--- src/rtl/wptr_full_ctrl_if.sv ---
// Write-side FIFO bus: producer request/clear plus the read-domain Gray pointer in,
// storage strobe/address and write-domain status out.
interface wptr_full_ctrl_if #(
  parameter int ADDR_SIZE = 4
);
  logic                 w_inc;
  logic                 w_clr_ovf;
  logic [ADDR_SIZE:0]   r_ptr_gray;
  logic                 w_en;
  logic [ADDR_SIZE-1:0] w_addr;
  logic [ADDR_SIZE:0]   w_ptr_gray;
  logic                 w_full;
  logic                 w_almost_full;
  logic [ADDR_SIZE:0]   w_level;
  logic                 w_overflow;

  modport master (
    output w_inc, w_clr_ovf, r_ptr_gray,
    input  w_en, w_addr, w_ptr_gray, w_full, w_almost_full, w_level, w_overflow
  );

  modport slave (
    input  w_inc, w_clr_ovf, r_ptr_gray,
    output w_en, w_addr, w_ptr_gray, w_full, w_almost_full, w_level, w_overflow
  );
endinterface

--- src/rtl/wptr_full_ctrl.sv ---
// Async-FIFO write-pointer controller: binary/Gray write pointer, read-pointer
// synchroniser and registered full / almost-full / level / sticky-overflow status.
module wptr_full_ctrl #(
  parameter int ADDR_SIZE   = 4,
  parameter int SYNC_STAGES = 2,
  parameter int AF_THRESH   = 14
) (
  input  logic              w_clk,
  input  logic              w_rst_n,
  wptr_full_ctrl_if.slave   bus
);
  localparam int A = ADDR_SIZE;
  // Top two bits set: a full FIFO's write Gray equals the read Gray with these inverted.
  localparam logic [A:0] FULL_MASK = {(A+1){1'b1}} << (A-1);
  localparam logic [A:0] AF_T      = (A+1)'(AF_THRESH);

  logic [A:0]                   r_bin;
  logic [A:0]                   r_gray;
  logic [SYNC_STAGES-1:0][A:0]  r_sync;
  logic                         r_full;
  logic                         r_af;
  logic [A:0]                   r_level;
  logic                         r_ovf;

  logic       w_wr;
  logic [A:0] w_bin_next;
  logic [A:0] w_gray_next;
  logic [A:0] w_wq_rptr;
  logic [A:0] w_wq_rbin;
  logic [A:0] w_level_next;

  assign w_wr         = bus.w_inc & ~r_full;
  assign w_bin_next   = r_bin + {{A{1'b0}}, w_wr};
  assign w_gray_next  = w_bin_next ^ (w_bin_next >> 1);
  assign w_wq_rptr    = r_sync[SYNC_STAGES-1];
  assign w_level_next = w_bin_next - w_wq_rbin;

  genvar gi;
  generate
    for (gi = 0; gi <= A; gi++) begin : g_g2b
      assign w_wq_rbin[gi] = ^w_wq_rptr[A:gi];
    end
  endgenerate

  always_ff @(posedge w_clk) begin
    if (!w_rst_n) begin
      r_bin   <= '0;
      r_gray  <= '0;
      r_sync  <= '0;
      r_full  <= 1'b0;
      r_af    <= 1'b0;
      r_level <= '0;
      r_ovf   <= 1'b0;
    end else begin
      r_bin   <= w_bin_next;
      r_gray  <= w_gray_next;
      r_sync  <= {r_sync, bus.r_ptr_gray};
      r_full  <= (w_gray_next == (w_wq_rptr ^ FULL_MASK));
      r_af    <= (w_level_next >= AF_T);
      r_level <= w_level_next;
      // Set term dominates the clear when both occur together.
      r_ovf   <= (bus.w_inc & r_full) | (r_ovf & ~bus.w_clr_ovf);
    end
  end

  assign bus.w_en          = w_wr;
  assign bus.w_addr        = r_bin[A-1:0];
  assign bus.w_ptr_gray    = r_gray;
  assign bus.w_full        = r_full;
  assign bus.w_almost_full = r_af;
  assign bus.w_level       = r_level;
  assign bus.w_overflow    = r_ovf;
endmodule

--- src/flat_wrapper.sv ---
// flat-port wrapper written by rule: the top's interface ports become plain ports
module wptr_full_ctrl_flat 
#(
  parameter int ADDR_SIZE   = 4,
  parameter int SYNC_STAGES = 2,
  parameter int AF_THRESH   = 14
)
  (w_clk, w_rst_n, bus_w_inc, bus_w_clr_ovf, bus_r_ptr_gray, bus_w_en, bus_w_addr, bus_w_ptr_gray, bus_w_full, bus_w_almost_full, bus_w_level, bus_w_overflow);
  wptr_full_ctrl_if #(.ADDR_SIZE(ADDR_SIZE)) bus_i ();
  input  logic w_clk;
  input  logic w_rst_n;
  input wire logic [$bits(bus_i.w_inc)-1:0] bus_w_inc;
  input wire logic [$bits(bus_i.w_clr_ovf)-1:0] bus_w_clr_ovf;
  input wire logic [$bits(bus_i.r_ptr_gray)-1:0] bus_r_ptr_gray;
  output wire logic [$bits(bus_i.w_en)-1:0] bus_w_en;
  output wire logic [$bits(bus_i.w_addr)-1:0] bus_w_addr;
  output wire logic [$bits(bus_i.w_ptr_gray)-1:0] bus_w_ptr_gray;
  output wire logic [$bits(bus_i.w_full)-1:0] bus_w_full;
  output wire logic [$bits(bus_i.w_almost_full)-1:0] bus_w_almost_full;
  output wire logic [$bits(bus_i.w_level)-1:0] bus_w_level;
  output wire logic [$bits(bus_i.w_overflow)-1:0] bus_w_overflow;
  assign bus_i.w_inc = bus_w_inc;
  assign bus_i.w_clr_ovf = bus_w_clr_ovf;
  assign bus_i.r_ptr_gray = bus_r_ptr_gray;
  assign bus_w_en = bus_i.w_en;
  assign bus_w_addr = bus_i.w_addr;
  assign bus_w_ptr_gray = bus_i.w_ptr_gray;
  assign bus_w_full = bus_i.w_full;
  assign bus_w_almost_full = bus_i.w_almost_full;
  assign bus_w_level = bus_i.w_level;
  assign bus_w_overflow = bus_i.w_overflow;
  wptr_full_ctrl #(.ADDR_SIZE(ADDR_SIZE), .SYNC_STAGES(SYNC_STAGES), .AF_THRESH(AF_THRESH)) u_core (.w_clk(w_clk), .w_rst_n(w_rst_n), .bus(bus_i));
endmodule
--- config.mk ---
export PLATFORM = sky130hd
export DESIGN_NAME = wptr_full_ctrl_flat
export DESIGN_NICKNAME = d
export VERILOG_FILES = /design/src/rtl/wptr_full_ctrl_if.sv /design/src/rtl/wptr_full_ctrl.sv /design/src/flat_wrapper.sv
export SDC_FILE = /design/constraint.sdc
export NUM_CORES = 1
export LEC_CHECK = 0
export CAP_MARGIN = 20
export CORE_MARGIN = 2
export CORE_UTILIZATION = 48
export DETAILED_ROUTE_END_ITERATION = 10
export MAX_ROUTING_LAYER = met4
export PLACE_DENSITY = 0.78
export SKIP_LAST_GASP = 1
export SYNTH_ARGS = -nofsm -noshare
export SYNTH_HDL_FRONTEND = slang
export SYNTH_SLANG_ARGS = --single-unit
--- constraint.sdc ---
create_clock -name w_clk -period 3.49 [get_ports w_clk]
set_input_delay 0.5235 -clock w_clk [delete_from_list [all_inputs] [get_ports w_clk]]
set_output_delay 0.5235 -clock w_clk [all_outputs]
set_load 0.01 [all_outputs]
After elaboration in Yosys (flattened, before gate mapping)

Index checks and enable logic that the tools add are counted.

Register bits: 28
Memory bits (read-only): 0
Memories kept: 0
Bits in latches: 0
RAM bits: 0

Reduce and logical (&&, ||, !) cells: 4
Order comparisons: 1
Add/subtract/negate cells: 2
Multipliers: 0
Shifts and indexed selects: 0
Bitwise logic cells: 8
Mux-type cells: 0
Equal/unequal tests: 1
Div/mod/pow operators: 0

Operators with widths:

| cell                                                                  | number |
|---|---|
| 5-bit by 1-bit adder with 5-bit output                                | 1 |
| 5-bit equality test                                                   | 1 |
| 5-bit by 4-bit >= comparator with 1-bit output, second input constant | 1 |
| 5-bit XOR reduction                                                   | 1 |
| 5-bit subtractor                                                      | 1 |
| 5-bit by 4-bit XOR with 5-bit output                                  | 1 |
| 4-bit XOR reduction                                                   | 1 |
| 1-bit AND                                                             | 3 |
| 3-bit XOR reduction                                                   | 1 |
| 1-bit inverter                                                        | 2 |
| 2-bit inverter                                                        | 1 |
| 2-bit XOR reduction                                                   | 1 |
| 1-bit bitwise OR                                                      | 1 |

Longest topological paths before layout

Word-level depth: 5
Mapped depth: 9

Worst setup path before layout

OpenSTA, ideal clock, no wires.

Kind: input to register
From: input bus_w_inc
To: register u_core.r_af, in the netlist u_core.bus.w_almost_full
Arrival time: 2,448 ps
Path buffers: 0
Stages on the path: 8
Data required time: 3,374 ps
Slack: 926 ps
Cell sequence: nor2b_1 -> and2_1 -> ha_1 -> xor2_4 -> ha_1 -> a221oi_4 -> xnor2_1 -> a31o_1

Cells in the longest elaborated chain, start to end: 4

Ends and longest elaborated chain:

| what                                           | RTL line             | text |
|---|---|---|
| start: declaration                             | flat_wrapper.sv:12   | `input wire logic [$bits(bus_i.w_inc)-1:0] bus_w_inc;` |
| 1-bit AND                                      | wptr_full_ctrl.sv:32 | `assign w_wr = bus.w_inc & ~r_full;` |
| 5-bit by 1-bit adder with 5-bit output         | wptr_full_ctrl.sv:33 | `assign w_bin_next = r_bin + {{A{1'b0}}, w_wr};` |
| net u_core.w_bin_next[2]                       | wptr_full_ctrl.sv:26 | `logic [A:0] w_bin_next;` |
| 5-bit subtractor                               | wptr_full_ctrl.sv:36 | `assign w_level_next = w_bin_next - w_wq_rbin;` |
| 5-bit by 4-bit >= comparator with 1-bit output | wptr_full_ctrl.sv:59 | `r_af <= (w_level_next >= AF_T);` |
| end signal: assignment                         | wptr_full_ctrl.sv:59 |  |
| end: declaration                               | wptr_full_ctrl.sv:21 | `logic r_af;` |

The timed path passes the listed nets, and every way through them passes these cells.
A chain may end at the register's enable or synchronous reset.

Worst setup path after layout

Same ends and word-level chain as after synthesis.

==> results list <==
- Leakage power total: 0.638 nW
- Core box area: 0.00243 mm2
- The final layout contains routed wiring with a total length of 2.10 mm.
- After clock tree synthesis, the clock-pin slew on the worst setup and hold paths is 0.14 ns.
- Buffers from clock root to sink, at most: 2
* Number of global-route vias before repair: 802
- Most used DFF post-synth: sky130_fd_sc_hd__dfxtp_1
- The detailed router placed 839 vias in this run.
* Post-DRT Antenna Nets: 0
- Before antenna repair, the detailed router went through 4 iterations.
- Power per Cell Area: 438 mW/mm2
* Launch point of the critical path: bus_w_inc
- Initial core utilization: 0.494
* Number of flip-flops and latches in the synthesized netlist: 27
- Sort of element at the end of the critical path: register
- Post-Route Skew: 0.00125 ns
* Wire length of the first global-routing pass: 3.48 mm
* Sink count of the clock tree: 27
- Overall power consumption: 0.665 mW
- Final critical delay including setup and external delays: 2.80 ns
- Share of async-settable or async-resettable flops after synthesis: 0
- At the end of the flow the core is filled with cells to 0.624.
* Type of the tightest min-delay check: reg2reg
- Maximum level of the CTS H-tree: 1
- Maximum number of pins on one net before global-route repair: 17
- In the final routed layout, each cell accounts on average for 12.4 um.
- Leading cell types by total area after synthesis: sky130_fd_sc_hd__dfxtp_1 (45%), sky130_fd_sc_hd__and2_1 (8.3%), sky130_fd_sc_hd__xnor2_1 (8.0%), sky130_fd_sc_hd__xor2_1 (5.8%), sky130_fd_sc_hd__ha_1 (5.2%)
- After global routing the overflow that remains totals 0.
- For the pin with the worst max-slew slack, the measured transition is 0.444 ns.
* Cells on worst reg2reg path: 9
* Die Area: 0.00292 mm2
- Setup violators final: 0
* Clock latency on the worst-skew pair: 0.32 ns
- Reg2Reg Capture Point: u_core.bus.w_almost_full
- Syn avg cell area: 10.8 um2
- The number of failing hold endpoints at the final stage came to 0.
- Port-buffer cells: 26
* Max Cap Violations: 0
- STA classifies the critical path startpoint as an input port.
- I/O pin count: 27
- Sum of negative setup slack: 0 ns
- Combined area of all synthesized cells: 0.00120 mm2
- IR analysis of the VDD net gives a maximum drop of 0.332 mV.
- Slew Limit Fails: 0
- Gate count of the mapped netlist: 111
* Via density: 4.96
- Largest fanout on the critical path: 8
- Cell count of the worst hold path: 1
- The biggest area contributor in the post-synthesis netlist is sky130_fd_sc_hd__dfxtp_1.
- Synth cell types: 29
- Worst Hold Path EP: u_core.w_wq_rptr[1]
- The wire-length estimate of the detail-placed layout is 1.64 mm.
- At the worst endpoint, the required time is 3.73 ns.
- Setup repair after global routing left no endpoint under its margin.
- The die is 54.0 um wide.
- Beginning of the worst register-to-register path: u_core.w_wq_rptr[4]
- Area fraction of the dominant cell type after synthesis: 0.450
- After floorplanning, the core was divided into 18 placement rows.
- Count of nets after finishing: 155
- For this run, the number of Yosys warnings is 0.
- TritonCTS built the clock tree.
- CP Data Arrival Time: 3.04 ns
- Fraction of the cycle the final worst path needs: 0.803
- By startpoint and endpoint, the worst setup path is classified as in2reg.
- Number of buffers inserted by post-CTS setup repair: 0
* Status: complete, no violations
* Number of buffers inserted by hold repair at cts: 0
* Antenna violations before repair: 0
* Post-CTS resize count: 0
* Number of antenna repair diodes: 0
* Die height: 54.0 um
- Sequential fraction of the synthesis area: 0.450
- Number of DRC violations after detailed-routing iteration 0: 5
- In this run, CTS created clock tree buffers numbering 3.
- In this run the most critical hold path is launched from u_core.r_sync[1].
* Total global routing track utilization: 0.173
* Total DRC errors in the routed layout: 0
- Flop-to-flop setup slack: 0.87 ns
- In the final layout, the share of cells above drive strength 1 is 0.0791.
- Most numerous cell types in the synthesized netlist: sky130_fd_sc_hd__dfxtp_1 (27), sky130_fd_sc_hd__and2_1 (16), sky130_fd_sc_hd__xnor2_1 (11)
* Normalized max-slew margin: 0.703
- Last weighted congestion value of the routability-driven placer: 0.756
- Relative to the synthesized area, the layout overhead comes to 26.5%.
- Total nets after synthesis: 126
- Timing would allow up to 357 MHz.
- Count leader, synth: sky130_fd_sc_hd__dfxtp_1
- CTS root buf: sky130_fd_sc_hd__clkbuf_4
* Number of enable-type register cells in the synthesized netlist: 0
power by group:
| group | total, mW | switching [mW] | internal [mW] |
|---|---|---|---|
| Sequential | 0.347 | 0.0109 | 0.336 |
| Combinational | 0.184 | 0.0813 | 0.103 |
| Clock | 0.135 | 0.0916 | 0.0430 |
state kept, by name (all words and copies together), names as in the netlist:
register	cells
u_core.bus.w_overflow	1
u_core.bus.w_ptr_gray	5
u_core.bus.w_level	5
u_core.r_bin	4
u_core.w_wq_rptr	5
u_core.r_sync	5
u_core.bus.w_full	1
u_core.bus.w_almost_full	1
cells in the final DEF (no fill, tap or decap), drive strengths merged, types with 2 or more instances in the layout:
cell type | Yosys | final
and2 | 17 | 17
a21o | 2 | 2
nor2 | 10 | 10
nand2 | 3 | 3
a21oi | 3 | 3
nor2b | 3 | 3
inv | 4 | 4
ha | 5 | 5
clkbuf | 2 | 3
xnor2 | 11 | 11
clkdlybuf4s50 | 0 | 26
xor2 | 10 | 10
dfxtp | 27 | 27
metal layers:
| layer | GRT usage | share of wire | wire length, um | vias up |
|---|---|---|---|---|
| li1 | - | - | - | 412 |
| met1 | 0.191 | 0.41 | 854 | 402 |
| met3 | 0.0250 | 0.046 | 96 | 2 |
| met2 | 0.309 | 0.54 | 1130 | 23 |
| met4 | 0.0750 | 0.0062 | 13 | 0 |
| met5 | - | 0 | 0 | - |
final cells by class:
| type | instances | area (um2) |
|---|---|---|
| Tap cell | 30 | 37.5 |
| Timing Repair Buffer | 26 | 260 |
| Fill cell | 210 | 913 |
| Clock buffer | 3 | 22.5 |
| Clock inverter | 1 | 5.00 |
| Sequential cell | 27 | 541 |
| Multi-Input combinational cell | 78 | 638 |
| Inverter | 4 | 15.0 |
per-stage QoR:
stage / hold slack [ns] / setup WS (ns) / area, um2 / cells
after floorplan: 0.406 / 0.926 / 1200 / 111
after global placement: 0.410 / 0.456 / 1490 / 165
after detailed placement: 0.418 / 0.353 / 1490 / 165
after CTS: 0.451 / 0.700 / 1520 / 169
after global routing: 0.473 / 0.543 / 1520 / 169
final: 0.448 / 0.689 / 1520 / 169
critical path, stage by stage:
cell and delay, ns:
sky130_fd_sc_hd__clkdlybuf4s50_1 0.50, sky130_fd_sc_hd__nor2b_1 0.26, sky130_fd_sc_hd__and2_1 0.17, sky130_fd_sc_hd__ha_1 0.30, sky130_fd_sc_hd__xor2_4 0.33, sky130_fd_sc_hd__ha_1 0.34, sky130_fd_sc_hd__a221oi_4 0.28, sky130_fd_sc_hd__xnor2_1 0.11
sky130_fd_sc_hd__a31o_1 0.22
worst max-delay path by stage:
stage                                          end  cells after the start
after floorplan           u_core.bus.w_almost_full                      8
after global placement    u_core.bus.w_almost_full                      9
after detailed placement  u_core.bus.w_almost_full                      9
after CTS                 u_core.bus.w_almost_full                      9
after global routing      u_core.bus.w_almost_full                      9
final                     u_core.bus.w_almost_full                      9
cells by family after synthesis:
family	Yosys count	share of synthesized area
flops	27	0.450
simple gates	39	0.179
buf+inv	6	0.0187
mux	2	0.0177
xor+xnor	22	0.195
fa+ha+maj	6	0.0688
compound gates	9	0.0708
(Power assumes the default switching activity.)
